$ cat config.mk
export PLATFORM = sky130hd
export DESIGN_NAME = oled_layer_sequencer
export DESIGN_NICKNAME = d
export VERILOG_FILES = /design/src/rtl/oled_pkg.sv /design/src/rtl/sync_2ff.sv /design/src/rtl/oled_layer_sequencer.sv
export SDC_FILE = /design/constraint.sdc
export NUM_CORES = 1
export LEC_CHECK = 0
export ABC_AREA = 1
export BUFFER_PORTS_ARGS = -buffer_cell sky130_fd_sc_hd__buf_2
export CORE_MARGIN = 2
export CORE_UTILIZATION = 42
export DETAILED_ROUTE_END_ITERATION = 8
export GPL_TIMING_DRIVEN = 0
export PLACE_DENSITY = 0.75
export RECOVER_POWER = 25
export SKIP_LAST_GASP = 1
export SLEW_MARGIN = 20
export SYNTH_ARGS = -nofsm -noshare
export SYNTH_HDL_FRONTEND = slang
export SYNTH_SLANG_ARGS = --single-unit
$ cat constraint.sdc
create_clock -name clk -period 5.9 [get_ports clk]
set_clock_uncertainty 0.1 [all_clocks]
set_input_delay 0.885 -clock clk [delete_from_list [all_inputs] [get_ports clk]]
set_output_delay 0.885 -clock clk [all_outputs]
set_load 0.005 [all_outputs]
$ cat src/rtl/oled_pkg.sv
// Shared definitions for the OLED pixel-path controller.
//   OLED_W / OLED_H / OLED_NPIX : panel geometry (96 x 64 = 6144 pixels)
//   X_W / Y_W / IDX_W           : counter and pixel-index widths derived from it
//   state_t                     : frame sequencer states
package oled_pkg;

  localparam int OLED_W    = 96;
  localparam int OLED_H    = 64;
  localparam int OLED_NPIX = OLED_W * OLED_H;

  localparam int X_W   = $clog2(OLED_W);
  localparam int Y_W   = $clog2(OLED_H);
  localparam int IDX_W = $clog2(OLED_NPIX);

  typedef enum logic [1:0] {
    IDLE  = 2'd0,
    FRAME = 2'd1,
    BLANK = 2'd2
  } state_t;

endpackage

$ cat src/rtl/sync_2ff.sv
// Two-flop synchroniser for a bus of independent, slowly changing levels
// (switch inputs). Bits are not guaranteed to cross on the same cycle.
//   clk     in  1      destination clock
//   reset_n in  1      asynchronous, active-low reset
//   d       in  WIDTH  asynchronous input levels
//   q       out WIDTH  synchronised levels, 2 cycles of latency
module sync_2ff #(
  parameter int WIDTH = 1
) (
  input  logic             clk,
  input  logic             reset_n,
  input  logic [WIDTH-1:0] d,
  output logic [WIDTH-1:0] q
);

  logic [WIDTH-1:0] meta;

  always_ff @(posedge clk or negedge reset_n) begin
    if (!reset_n) begin
      meta <= '0;
      q    <= '0;
    end else begin
      meta <= d;
      q    <= meta;
    end
  end

endmodule

$ cat src/rtl/oled_layer_sequencer.sv
// Frame-synchronous controller for the 96x64 OLED pixel path.
// Tracks the scan position with counters, latches the layer enables at each
// frame start, issues motion-step strobes every STEP_FRAMES frames and picks
// the highest-priority opaque layer colour for the pixel bus.
//   clk, reset_n     clock, asynchronous active-low reset
//   frame_begin      1-cycle frame start pulse
//   sending_pixels   high while the frame is being streamed
//   sample_pixel     1-cycle pulse: pixel_data is taken for pixel_index
//   pixel_index      pixel index 0..6143 reported by the display driver
//   layer_en_raw     asynchronous per-layer enable switches
//   layer_px         per-layer colours, layer i in [16i+15:16i]
//   x, y             registered scan column / row
//   pixel_data       arbitrated colour (combinational)
//   move_tick        per-layer 1-cycle motion-step strobe
//   layer_en         enable mask frozen for the current frame
//   frame_cnt        8-bit wrapping frame counter
//   sync_err         sticky scan/pixel_index disagreement flag
module oled_layer_sequencer
  import oled_pkg::*;
#(
  parameter int          NUM_LAYERS  = 2,
  parameter int          STEP_FRAMES = 4,
  parameter logic [15:0] TRANSPARENT = 16'h0000,
  parameter logic [15:0] BG_COLOUR   = 16'h0000
) (
  input  logic                    clk,
  input  logic                    reset_n,
  input  logic                    frame_begin,
  input  logic                    sending_pixels,
  input  logic                    sample_pixel,
  input  logic [IDX_W-1:0]        pixel_index,
  input  logic [NUM_LAYERS-1:0]   layer_en_raw,
  input  logic [16*NUM_LAYERS-1:0] layer_px,
  output logic [X_W-1:0]          x,
  output logic [Y_W-1:0]          y,
  output logic [15:0]             pixel_data,
  output logic [NUM_LAYERS-1:0]   move_tick,
  output logic [NUM_LAYERS-1:0]   layer_en,
  output logic [7:0]              frame_cnt,
  output logic                    sync_err
);

  localparam logic [X_W-1:0] X_LAST    = X_W'(OLED_W - 1);
  localparam logic [7:0]     STEP_LAST = 8'(STEP_FRAMES - 1);

  state_t                  state_q, state_d;
  logic [NUM_LAYERS-1:0]   en_s;
  logic                    sending_q;
  logic                    sending_fall;
  logic [7:0]              step_cnt;
  logic [IDX_W-1:0]        scan_idx;

  sync_2ff #(.WIDTH(NUM_LAYERS)) u_en_sync (
    .clk     (clk),
    .reset_n (reset_n),
    .d       (layer_en_raw),
    .q       (en_s)
  );

  assign sending_fall = sending_q & ~sending_pixels;

  // 96*y + x built from shifts: 96*y = 64*y + 32*y.
  assign scan_idx = IDX_W'({y, 6'b0}) + IDX_W'({y, 5'b0}) + IDX_W'(x);

  always_ff @(posedge clk or negedge reset_n) begin
    if (!reset_n) begin
      state_q   <= IDLE;
      sending_q <= 1'b0;
    end else begin
      state_q   <= state_d;
      sending_q <= sending_pixels;
    end
  end

  // A frame_begin in any state (including mid-FRAME) starts a fresh frame.
  always_comb begin
    state_d = state_q;
    case (state_q)
      IDLE:    if (frame_begin) state_d = FRAME;
      FRAME:   if (frame_begin) state_d = FRAME;
               else if (sending_fall) state_d = BLANK;
      BLANK:   if (frame_begin) state_d = FRAME;
      default: state_d = IDLE;
    endcase
  end

  always_ff @(posedge clk or negedge reset_n) begin
    if (!reset_n) begin
      x         <= '0;
      y         <= '0;
      layer_en  <= '0;
      move_tick <= '0;
      frame_cnt <= '0;
      step_cnt  <= '0;
      sync_err  <= 1'b0;
    end else begin
      move_tick <= '0;
      if (frame_begin) begin
        // Frame start has priority over a coincident sample_pixel.
        x         <= '0;
        y         <= '0;
        layer_en  <= en_s;
        frame_cnt <= frame_cnt + 8'd1;
        if (step_cnt == STEP_LAST) begin
          step_cnt  <= '0;
          move_tick <= en_s;
        end else begin
          step_cnt <= step_cnt + 8'd1;
        end
      end else if (state_q == FRAME && sample_pixel) begin
        if (pixel_index != scan_idx) sync_err <= 1'b1;
        if (x == X_LAST) begin
          x <= '0;
          y <= y + 1'b1;  // 6-bit row wraps 63 -> 0 on its own
        end else begin
          x <= x + 1'b1;
        end
      end
    end
  end

  // Walk from lowest to highest priority so layer 0 overrides everything.
  always_comb begin
    pixel_data = BG_COLOUR;
    if (state_q != IDLE) begin
      for (int i = NUM_LAYERS - 1; i >= 0; i--) begin
        if (layer_en[i] && (layer_px[16*i +: 16] != TRANSPARENT))
          pixel_data = layer_px[16*i +: 16];
      end
    end
  end

endmodule

==> metrics.txt <==
# TYPE chip_impl_metric gauge
chip_impl_info{name="synth_commonest_cells",value="75 x nand2_1, 44 x inv_1, 41 x dfrtp_1"} 1
chip_impl_info{name="hold_path.class",value="reg2reg"} 1
chip_impl_metric{name="cts.htree.levels",unit=""} 2
chip_impl_metric{name="layout_setup_ws",unit="ns"} 2.60
chip_impl_info{name="failed_checks",value="max-capacitance violations, max-slew violations"} 1
chip_impl_metric{name="synth_cell_types",unit=""} 32
chip_impl_metric{name="yosys_warnings",unit=""} 0
chip_impl_info{name="timing.critical_path.slowest_stage_cell",value="nor4_1"} 1
chip_impl_metric{name="core",unit="sq mm"} 0.00628
chip_impl_metric{name="design.final.nets",unit=""} 518
chip_impl_metric{name="grt_overflow_total",unit=""} 0
chip_impl_info{name="worst_setup_path_end_kind",value="primary output"} 1
chip_impl_metric{name="ys_ff_latch",unit=""} 41
chip_impl_metric{name="power.density_cell_area",unit="mW/mm^2"} 259
chip_impl_metric{name="max-clock-path-buffers",unit=""} 2
chip_impl_info{name="path_class",value="in2out"} 1
chip_impl_metric{name="synth_edf_count",unit=""} 0
chip_impl_metric{name="cts_post_setup_buffers_inserted",unit=""} 0
chip_impl_metric{name="post_detailed_placement_half_perimeter_wirelength",unit="um"} 5040
chip_impl_info{name="synth-main-ff-cell",value="dfrtp_1"} 1
chip_impl_metric{name="worst-path-buf-inv",unit=""} 3
chip_impl_info{name="clock-root-buffer",value="clkbuf_8"} 1
chip_impl_metric{name="pin_count_of_the_biggest_net_entering_global_routing",unit=""} 42
chip_impl_metric{name="total_power",unit="W"} 0.000860
chip_impl_metric{name="yosysTopAreaCellShare",unit="%"} 38.2
chip_impl_metric{name="max_clock_freq",unit="MHz"} 303
chip_impl_metric{name="drcViolationCount",unit=""} 0
chip_impl_metric{name="slew_viols_final",unit=""} 42
chip_impl_metric{name="required_worst_endpoint",unit="ns"} 4.91
chip_impl_metric{name="timing.setup.tns",unit="ns"} 0
chip_impl_metric{name="cts_buffers",unit=""} 5
chip_impl_metric{name="first_global_vias",unit=""} 2445
chip_impl_metric{name="clock_insertion_delay_worst_skew",unit="ns"} 0.29
chip_impl_info{name="run_status",value="complete, but fails checks"} 1
chip_impl_metric{name="preCtsSetupSlack",unit="ns"} 2.68
chip_impl_metric{name="syn_nets",unit=""} 418
chip_impl_metric{name="floorplan.io_pins",unit=""} 94
chip_impl_info{name="grt_setup_unrepaired",value="no"} 1
chip_impl_info{name="crit_family",value="simple AND/OR/NAND/NOR gates"} 1
chip_impl_info{name="synth.most_common_cell",value="nand2_1"} 1
chip_impl_metric{name="detail_route.iter0.violations",unit=""} 128
chip_impl_metric{name="final_cell_area",unit="sq mm"} 0.00332
chip_impl_metric{name="start_util",unit="%"} 42.8
chip_impl_metric{name="crit_path_largest_cell_delay",unit="ns"} 0.39
chip_impl_metric{name="async_reset_ff_share",unit="%"} 100
chip_impl_metric{name="wirelength",unit="um"} 6280
chip_impl_metric{name="insertedDiodeCount",unit=""} 0
chip_impl_metric{name="synth_cells",unit=""} 349
chip_impl_metric{name="via_count",unit=""} 2594
chip_impl_metric{name="die_height",unit="um"} 83.9
chip_impl_metric{name="leakage",unit="nW"} 1.79
chip_impl_metric{name="drt-pass1-iter-count",unit=""} 4
chip_impl_metric{name="layout_min_cycle_time",unit="ns"} 3.30
chip_impl_metric{name="irDropWorstVdd",unit="uV"} 223
chip_impl_metric{name="max-cap-violations",unit=""} 1
chip_impl_metric{name="seq_area_frac_synth",unit="%"} 38.2
chip_impl_info{name="critical_path.most_common_cell",value="buf_2"} 1
chip_impl_metric{name="final_core_utilization",unit="%"} 52.9
chip_impl_metric{name="globalRouteTotalUtil",unit="%"} 18.1
chip_impl_metric{name="endpoints_failing_hold",unit=""} 0
chip_impl_metric{name="floorplan.die.width",unit="um"} 83.9
chip_impl_metric{name="route.detailed.wl_per_inst",unit="um"} 11.9
chip_impl_metric{name="timing_worst_slew_pin_value",unit="ns"} 2.11
chip_impl_info{name="synth.area.top_cells",value="dfrtp_1 38%, nand2_1 10%, ha_1 7.0%, inv_1 6.2%, o21ai_0 5.2%"} 1
chip_impl_metric{name="cp.arrival",unit="ns"} 2.32
chip_impl_metric{name="io_buffer_count",unit=""} 93
chip_impl_metric{name="post_cts_resized",unit=""} 0
chip_impl_metric{name="numClockSinks",unit=""} 41
chip_impl_metric{name="fill_count",unit=""} 645
chip_impl_metric{name="std_cell_rows",unit=""} 29
chip_impl_metric{name="syn-mean-instance-area",unit="sq um"} 7.69
chip_impl_metric{name="grt_first_pass_wirelength",unit="um"} 10600
chip_impl_info{name="timing.critical_path.cells",value="buf_2, nor4_1, nand3b_1, nand2_1, buf_2, o21ai_0, a21oi_1, buf_2"} 1
chip_impl_metric{name="final_layout_size_suffix_gt1_share",unit="%"} 24.4
chip_impl_metric{name="synth.cell_area",unit="sq mm"} 0.00268
chip_impl_info{name="tritoncts_clock_tree",value="done"} 1
chip_impl_metric{name="floorplan.die_area",unit="sq mm"} 0.00705
chip_impl_metric{name="antenna_left",unit=""} 0
chip_impl_info{name="yosysTopAreaCell",value="dfrtp_1"} 1
chip_impl_metric{name="antenna_found_initial",unit=""} 0
chip_impl_metric{name="crit_fanout",unit=""} 10
chip_impl_metric{name="placed_cell_area",unit="sq mm"} 0.00325
chip_impl_metric{name="final.period_utilization",unit="%"} 56.0
chip_impl_metric{name="max_transition_margin",unit="%"} -40.7
chip_impl_metric{name="clk_transition_reported_paths",unit="ns"} 0.09
chip_impl_metric{name="areaGrowthSynthToFinish",unit="%"} 23.8
chip_impl_metric{name="report.final.setup_viol",unit=""} 0
chip_impl_metric{name="quantity_of_hold_fixing_buffers_added_after_cts",unit=""} 0
chip_impl_info{name="start_kind",value="input port"} 1
chip_impl_metric{name="gp_congestion",unit=""} 0.887
chip_impl_metric{name="post_drt_via_cell_ratio",unit=""} 4.92
[layout make-up]
type / instances / area, sq um / area share, %
timing repair buffer: 93 / 462 / 13.9
buffer: 7 / 31.3 / 0.941
clock inverter: 3 / 21.3 / 0.640
inverter: 46 / 175 / 5.27
sequential: 41 / 1030 / 30.9
clock buffer: 5 / 68.8 / 2.07
multi-input combinational: 255 / 1440 / 43.4
tap: 77 / 96.3 / 2.90
[power by group]
group / internal (W) / switching [W] / leakage [nW]
sequential: 0.000339 / 0.0000599 / 0.514
combinational: 0.000126 / 0.000149 / 1.23
clock: 0.0000839 / 0.000102 / 0.0445
total: 0.000549 / 0.000311 / 1.79
[worst paths after layout]
check / start / end / slack, ns / cells past startpoint
max: layer_px[4] / pixel_data[11] / 2.60 / 8
min: u_en_sync.meta[1]$_DFF_PN0_ / u_en_sync.q[1]$_DFF_PN0_ / 0.26 / 0
max reg2reg: y[0]$_DFFE_PN0P_ / sync_err$_DFFE_PN0P_ / 3.17 / 11
min reg2reg: u_en_sync.meta[1]$_DFF_PN0_ / u_en_sync.q[1]$_DFF_PN0_ / 0.26 / 0
max in group asynchronous: reset_n / x[2]$_DFFE_PN0P_ / 3.40 / 1
min in group asynchronous: reset_n / frame_cnt[7]$_DFFE_PN0P_ / 1.08 / 1
[through the flow]
stage | hold WS (ns) | instances
final | 0.263 | 527
after CTS | 0.267 | 527
after detailed placement | 0.246 | 519
after floorplan | 0.231 | 349
after global placement | 0.233 | 519
after global routing | 0.278 | 527
[metal layers]
layer	vias up	global-route usage, %	part of all wire, %
li1	1332	-	-
met2	68	28.9	47
met3	7	4.15	5.5
met5	-	0	0
met4	0	3.67	0.67
met1	1187	25.4	47
[logic make-up after synthesis]
kind of cell | count (synthesis) | synth area share (%)
flip-flops | 41 | 38.2
XOR/XNOR | 25 | 8.16
adder cells (fa/ha/maj) | 17 | 8.48
buffers and inverters | 53 | 7.74
AND/OR/NAND/NOR | 156 | 26.3
AO/OA/AOI/OAI | 57 | 11.1
[cells in the final DEF, fill, tap and decap left out, types with 3 or more instances in the layout]
master and instances:
xnor2_1 12, clkbuf_8 5, nand2_1 76, nor3_1 4, nor4_1 4, o21ai_0 28
dfrtp_1 41, xor2_1 13, inv_1 45, buf_2 94, nand3_2 3, a21oi_1 23
ha_1 15, clkbuf_1 5, nor2_1 33, nand4_1 10, nand3_1 19
[registers in the layout (all words and copies together) (netlist names)]
register        count
move_tick           2
step_cnt            8
u_en_sync.meta      2
y                   6
layer_en            2
state_q             2
sync_err            1
u_en_sync.q         2
sending_q           1
x                   7
frame_cnt           8
Note: power is estimated with default switching activity, not from simulation.
